===== src/rtl/joy_poller.sv =====
// Serial NES/SNES pad poller: drives a shared strobe/clock, synchronises each pad's data line
// and publishes an active-high button vector with a valid pulse. Optional: JOY_DEBOUNCE_EN.
module joy_poller #(
    parameter int NUM_PADS    = 2,
    parameter int NUM_BITS    = 8,
    parameter int CLK_DIV     = 4,
    parameter int POLL_PERIOD = 100000
) (
    input  logic                         clock,
    input  logic                         reset,
    input  logic                         start,
    input  logic [NUM_PADS-1:0]          joy_data,
    output logic                         joy_strobe,
    output logic                         joy_clock,
    output logic [NUM_PADS*NUM_BITS-1:0] buttons,
    output logic                         valid,
    output logic                         busy
);
    localparam int TW = NUM_PADS * NUM_BITS;
    localparam int BW = (NUM_BITS > 1) ? $clog2(NUM_BITS) : 1;
    localparam int CW = $clog2(2 * CLK_DIV);
    localparam int PW = (POLL_PERIOD > 1) ? $clog2(POLL_PERIOD) : 1;
    localparam logic [BW-1:0] LAST_BIT = BW'(NUM_BITS - 1);
    localparam logic [CW-1:0] STB_END  = CW'(2 * CLK_DIV - 1);
    localparam logic [CW-1:0] PH_END   = CW'(CLK_DIV - 1);
    localparam logic [PW-1:0] POLL_END = PW'(POLL_PERIOD - 1);

    typedef enum logic [2:0] {IDLE, STROBE, CLK_HI, CLK_LO, DONE} state_t;

    state_t          state_q, state_d;
    logic [CW-1:0]   ph_q, ph_d;
    logic [BW-1:0]   bit_q, bit_d;
    logic [PW-1:0]   poll_q, poll_d;
    logic [NUM_PADS-1:0] sync1_q, sync2_q;
    logic [TW-1:0]   sr_q, sr_d;
    logic [TW-1:0]   buttons_q, buttons_d, btn_new;
    logic            strobe_q, clk_q, valid_q, busy_q;
    logic            trig, sample;

`ifdef JOY_DEBOUNCE_EN
    // A bit only moves when two consecutive raw polls agree on it.
    logic [TW-1:0] prev_q, agree;
    assign agree   = ~(sr_q ^ prev_q);
    assign btn_new = (buttons_q & ~agree) | (sr_q & agree);

    always_ff @(posedge clock or posedge reset) begin
        if (reset) begin
            prev_q <= '0;
        end else if (state_q == DONE) begin
            prev_q <= sr_q;
        end
    end
`else
    assign btn_new = sr_q;
`endif

    always_comb begin
        poll_d = '0;
        trig   = 1'b0;
        if (POLL_PERIOD != 0) begin
            if (poll_q == POLL_END) trig = 1'b1;
            else                    poll_d = poll_q + PW'(1);
        end
    end

    always_comb begin
        state_d   = state_q;
        ph_d      = ph_q;
        bit_d     = bit_q;
        sr_d      = sr_q;
        sample    = 1'b0;
        buttons_d = buttons_q;
        case (state_q)
            IDLE: begin
                // The valid cycle still counts as busy, so requests there are dropped too.
                if ((start || trig) && !valid_q) begin
                    state_d = STROBE;
                    ph_d    = '0;
                end
            end
            STROBE: begin
                if (ph_q == STB_END) begin
                    sample  = 1'b1;
                    ph_d    = '0;
                    bit_d   = BW'(1);
                    state_d = CLK_HI;
                end else begin
                    ph_d = ph_q + CW'(1);
                end
            end
            CLK_HI: begin
                if (ph_q == PH_END) begin
                    ph_d    = '0;
                    state_d = CLK_LO;
                end else begin
                    ph_d = ph_q + CW'(1);
                end
            end
            CLK_LO: begin
                if (ph_q == PH_END) begin
                    sample = 1'b1;
                    ph_d   = '0;
                    if (bit_q == LAST_BIT) begin
                        state_d = DONE;
                    end else begin
                        bit_d   = bit_q + BW'(1);
                        state_d = CLK_HI;
                    end
                end else begin
                    ph_d = ph_q + CW'(1);
                end
            end
            DONE: begin
                buttons_d = btn_new;
                state_d   = IDLE;
            end
            default: state_d = IDLE;
        endcase
        // Pads shift LSB first, so new bits enter at the top and walk down.
        if (sample) begin
            for (int p = 0; p < NUM_PADS; p++) begin
                sr_d[p*NUM_BITS +: NUM_BITS] = {~sync2_q[p], sr_q[p*NUM_BITS+1 +: NUM_BITS-1]};
            end
        end
    end

    always_ff @(posedge clock or posedge reset) begin
        if (reset) begin
            state_q   <= IDLE;
            ph_q      <= '0;
            bit_q     <= '0;
            poll_q    <= '0;
            sync1_q   <= '1;
            sync2_q   <= '1;
            strobe_q  <= 1'b0;
            clk_q     <= 1'b0;
            buttons_q <= '0;
            valid_q   <= 1'b0;
            busy_q    <= 1'b0;
        end else begin
            state_q   <= state_d;
            ph_q      <= ph_d;
            bit_q     <= bit_d;
            poll_q    <= poll_d;
            sync1_q   <= joy_data;
            sync2_q   <= sync1_q;
            strobe_q  <= (state_d == STROBE);
            clk_q     <= (state_d == CLK_HI);
            buttons_q <= buttons_d;
            valid_q   <= (state_q == DONE);
            busy_q    <= (state_d != IDLE) || (state_q == DONE);
        end
    end

    always_ff @(posedge clock) begin
        sr_q <= sr_d;
    end

    assign joy_strobe = strobe_q;
    assign joy_clock  = clk_q;
    assign buttons    = buttons_q;
    assign valid      = valid_q;
    assign busy       = busy_q;
endmodule


===== config.mk =====
export PLATFORM = sky130hd
export DESIGN_NAME = joy_poller
export DESIGN_NICKNAME = d
export VERILOG_FILES = /design/src/rtl/joy_poller.sv
export SDC_FILE = /design/constraint.sdc
export NUM_CORES = 1
export LEC_CHECK = 0
export ABC_AREA = 1
export CAP_MARGIN = 10
export CORE_MARGIN = 3
export CORE_UTILIZATION = 50
export CTS_CLUSTER_SIZE = 24
export DETAILED_ROUTE_END_ITERATION = 8
export PLACE_DENSITY = 0.71
export SLEW_MARGIN = 0
export SYNTH_ARGS = -nofsm -noshare
export SYNTH_HDL_FRONTEND = slang
export SYNTH_SLANG_ARGS = --single-unit

===== constraint.sdc =====
create_clock -name clock -period 3.5 [get_ports clock]
set_clock_uncertainty 0.15 [all_clocks]
set_input_delay 0.35 -clock clock [delete_from_list [all_inputs] [get_ports clock]]
set_output_delay 0.35 -clock clock [all_outputs]
set_load 0.03 [all_outputs]

Word-level counts from Yosys, hierarchy flattened. Cells that the tools add are included.

Multiplexer cells: 19. Div/mod/pow operators: 0. Eq/ne operators: 14. Order comparisons: 0. Add/subtract/negate cells: 3. Reduce and logical (&&, ||, !) cells: 11. Shifts and indexed selects: 0. Bitwise gates (word level): 2. $mul: 0.

Operators with widths (number): 3-bit 2-to-1 mux (11); 17-bit by 1-bit adder with 17-bit output, second input constant (1); 17-bit equality test, second input constant (1); 17-bit 2-to-1 mux (1); 3-bit by 2-bit equality test with 1-bit output, second input constant (4); 3-bit one-hot mux with 4 select lines (1); 3-bit equality test, second input constant (3); 3-bit one-hot mux with 3 select lines (1); 2-bit != test, second input constant (4); 3-bit by 1-bit adder with 3-bit output, second input constant (2); 3-bit by 1-bit equality test with 1-bit output, second input constant (2); 3-bit one-hot mux with 2 select lines (1); 3-bit nonzero test (2); 4-bit AND reduction (1); 3-bit logical NOT (1); 1-bit 2-to-1 mux (3); 1-bit logical OR (2); 1-bit NOT (2); 1-bit one-hot mux with 2 select lines (1); 2-bit AND reduction (1); 2-bit nonzero test (1); 2-bit OR reduction (1); 1-bit logical AND (1); 1-bit logical NOT (1).

Bits of input ports: 5. Word-level logic and storage cells: 61. Output and inout port bits: 20. Bits in latches: 0. Memory bits (writable): 0. Memories: 0. Bits in read-only memories: 0. Register bits after elaboration: 66.

Longest topological paths before layout.
Depth after elaboration: 8. Gate-level depth with buffers: 9. Gate-level depth less buffers: 9.

Worst setup path after synthesis. No wires, ideal clock.

Kind: register to register. From: register ph_q[0]. To: register sr_q[0] (netlist: btn_new[0]) (enable). Required time: 2.939 ns. Clock period less this slack: 2.564 ns. Setup time: 0.411 ns. Buffers on the path: 0. Arrival: 2.003 ns. Stages on the path, launching flop included: 5. Setup slack: 0.936 ns. Cell sequence: dfrtp_1 > ha_1 > ha_1 > inv_1 > o21ai_0.

Longest elaborated chain between the ends: 3. Elaborated cells between the ends (all ways): 5. Those cells by class: eq/ne (2); mux (3).

RTL lines: start, declared (line 31) `logic [CW-1:0] ph_q, ph_d;`; start signal, assigned (line 142) `ph_q <= ph_d;`; 3-bit by 2-bit equality test with 1-bit output or 3-bit equality test (tied branches) (line 100, 82); 1-bit 2-to-1 mux, on equally long branches (line 100, 82); 1-bit one-hot mux with 2 select lines (*) (line 73) `case (state_q)`; named net sample (line 38) `logic trig, sample;`; end signal, assigned (line 156) `sr_q <= sr_d;`; end, declared (line 35) `logic [TW-1:0] sr_q, sr_d;`.

The timed path passes the listed nets; every way through them passes the cells marked *. A chain may end at the register's enable or synchronous reset.

Final worst setup path.
From: register buttons_q[15] (netlist: buttons[15]). To: output buttons[15].

RTL lines: start, declared (line 36) `logic [TW-1:0] buttons_q, buttons_d, btn_new;`; start signal, assigned (line 149) `buttons_q <= buttons_d;`; end, declared (line 15) `output logic [NUM_PADS*NUM_BITS-1:0] buttons,`.

No word-level cell between the ends.

==> results.py <==
metrics = {
    "die": {
        "io_pins": 25,
        "die_y_um": 81.7,
        "fp-row-count": 26,
        "die_x_um": 81.7,
        "start_util_pct": 53.7,
        "die_area_um2": 6680,
        "core-area_um2": 5340,
    },
    "setup_path": {
        "worstSetupEndpointType": "output pin",
        "cpPeakStageDelay_ns": 0.67,
        "crit_type": "register to output pin",
        "critPathLaunchType": "register",
        "timing.rr.start": "ph_q[0]",
        "reg2regPathDepth": 6,
        "required_ns": 3.00,
        "crit_chain": "clkdlybuf4s50_1",
        "cp_top_family": "buffers and inverters",
        "slowest_stage": "clkdlybuf4s50_1",
        "cp_num_buf_inv": 1,
        "worst-r2r-setup-slack_ns": 1.72,
        "crit_arrival_ns": 1.37,
        "rr_endpoint": "bit_q[0]",
        "cp_max_fo": 2,
    },
    "grt": {
        "antenna_found_initial": 0,
        "grt_pass1_vias": 1888,
        "grt_usage_pct": 17.0,
        "grt_max_degree": 51,
        "grt_pass1_wl_mm": 8.37,
        "overflow": 0,
    },
    "routing": {
        "postRouteAntennaNets": 0,
        "vias": 1898,
        "routed_via_density": 4.78,
        "wl_per_cell_um": 12.1,
        "drtIter0Drc": 104,
        "dr.pass1.iters": 5,
        "wl_mm": 4.79,
        "drc": 0,
    },
    "placement": {
        "port_buffers": 24,
        "hpwl_mm": 3.38,
        "pre_cts_ws_ns": 1.67,
        "gp_congestion": 0.837,
    },
    "sta": {
        "rsz0062_at_grt": "false",
        "finalWorstSetupSlack_ns": 1.63,
        "drv_slew": 0,
        "finalCriticalPeriod_ns": 1.87,
        "fin_crit_sh_pct": 53.5,
        "hold_viol": 0,
        "clock.fmax_ghz": 0.534,
        "max_slew_margin_pct": 31.0,
        "fin_setup_tns_ns": 0,
        "tightestPinTransition_ns": 1.03,
        "setup_viol": 0,
    },
    "clocking": {
        "clock_sinks": 66,
        "cts_tree": "yes",
        "cts_buffer_depth": 2,
        "numCtsBuffers": 9,
        "clkSlewWorstSetupHoldPaths_ns": 0.07,
        "ctsHoldBuffers": 0,
        "clock_latency_ns": 0.33,
        "post-cts-setup-buffers": 0,
        "root_buffer": "clkbuf_8",
        "cts_resized": 0,
        "htree_levels": 3,
    },
    "run_status": {
        "status": "completed",
    },
    "logic_synthesis": {
        "avgSynthCellArea_um2": 9.95,
        "ys_top_cells_by_area": "dfrtp_1, edfxtp_1, nand2_1, inv_1, dfstp_2",
        "yosys.cell_types.count": 28,
        "syn_nets": 300,
        "ys_warn_count": 0,
        "async_reset_ff_share_pct": 75.8,
        "yosysMostFrequentCell": "nand2_1",
        "yosys-top-cells-count": "nand2_1, dfrtp_1, inv_1",
        "syn_inst": 288,
        "synth_edf_count": 16,
        "ys_ff_latch": 66,
        "synth_area_um2": 2870,
        "yosysSeqAreaShare_pct": 60.6,
        "synth-main-ff-cell": "dfrtp_1",
        "synth_top_cell_by_area": "dfrtp_1",
        "synth_top_area_share_pct": 40.2,
    },
    "final_layout": {
        "fin_util_pct": 63.6,
        "fin_nets": 334,
        "drive_above_1_share_pct": 16.2,
        "diodes": 0,
        "area_growth_pct": 18.4,
    },
    "power_and_ir_drop": {
        "powerDensity_nw_per_um2": 426,
        "ir_drop_mv": 0.279,
        "p_leak_nw": 1.61,
    },
    "hold_path": {
        "worstHoldPathCells": 0,
        "hold_end": "sync2_q[1]",
        "hold_start": "sync1_q[1]",
        "min_path_type": "register to register",
    },
    "run": {
        "drv_cap": 0,
    },
}
[flip-flops by register name, summed over array words and instances (netlist names)]
register / cells
buttons: 16
btn_new: 16
poll_q: 17
joy_strobe: 1
state_q: 3
joy_clock: 1
bit_q: 3
sync2_q: 2
ph_q: 3
sync1_q: 2
valid: 1
busy: 1
[per-stage QoR]
step	power [mW]	hold WS (ns)	cells	area, µm²
CTS	1.47	0.212	397	3390
global placement	0.825	0.199	381	3190
detailed placement	0.826	0.200	381	3190
global route	1.50	0.217	397	3390
finish	1.45	0.209	397	3390
floorplan	0.817	0.195	288	2870
[cell usage in the layout, fill, tap and decap left out, types with 2 or more instances in the layout]
cell type        Yosys  layout
nor2_1              23      23
inv_2                9      10
ha_1                 7       7
clkbuf_8             0      10
clkdlybuf4s50_1      0      24
clkinv_2             0       2
nor3_1               5       5
edfxtp_1            16      16
nand2_1             81      81
nand4_1              3       3
nand2_2              5       5
dfstp_2              4       4
dfrtp_1             46      46
nor4_2               2       2
nand3_1             16      16
nor2_2               4       4
nor2_4               2       2
xor2_1              11      11
nand3_2              4       4
inv_1               35      34
a21oi_1              2       2
o21ai_1              2       3
[cells by family (layout without fill, tap and decap cells)]
family	Yosys count	after routing	synth area share, %
AND/OR/NAND/NOR	148	148	24.1
flip-flops	66	66	60.6
AO/OA/AOI/OAI	10	10	2.79
adder cells (fa/ha/maj)	7	7	3.06
XOR/XNOR	11	11	3.36
buffers and inverters	46	85	6.11
[layout make-up]
class / count / area (µm²)
flip-flops and latches: 66 / 1740
well taps: 70 / 87.6
inverters: 44 / 165
clock inverters: 6 / 65.1
fillers: 445 / 1940
multi-input cells: 176 / 955
repair buffers: 25 / 248
clock buffers: 10 / 138
[routing by layer]
metal	global-route usage, %	part of all wire (%)	up-vias	wire (µm)
met5	0	0	-	0
met4	6.98	1.7	0	83
met3	4.61	4.1	6	197
met2	27.0	47	39	2240
met1	22.2	47	877	2270
li1	-	-	976	-
[where the power goes]
part	internal [mW]	leakage [nW]	total, mW	switching, mW
Sequential	0.791	0.784	0.792	0.00132
Clock	0.349	0.103	0.638	0.288
Combinational	0.00451	0.723	0.0171	0.0126
Total	1.14	1.61	1.45	0.302
[worst max path at each step]
stage,from,endpoint,cells after the start
2_1_floorplan,ph_q[0],btn_new[0],4
3_3_place_gp,reset,poll_q[1],2
3_5_place_dp,reset,poll_q[1],2
4_1_cts,buttons[12],buttons[12],1
5_1_grt,ph_q[0],bit_q[0],6
6_report,buttons[15],buttons[15],1
Note: power is estimated with default switching activity, not from simulation.
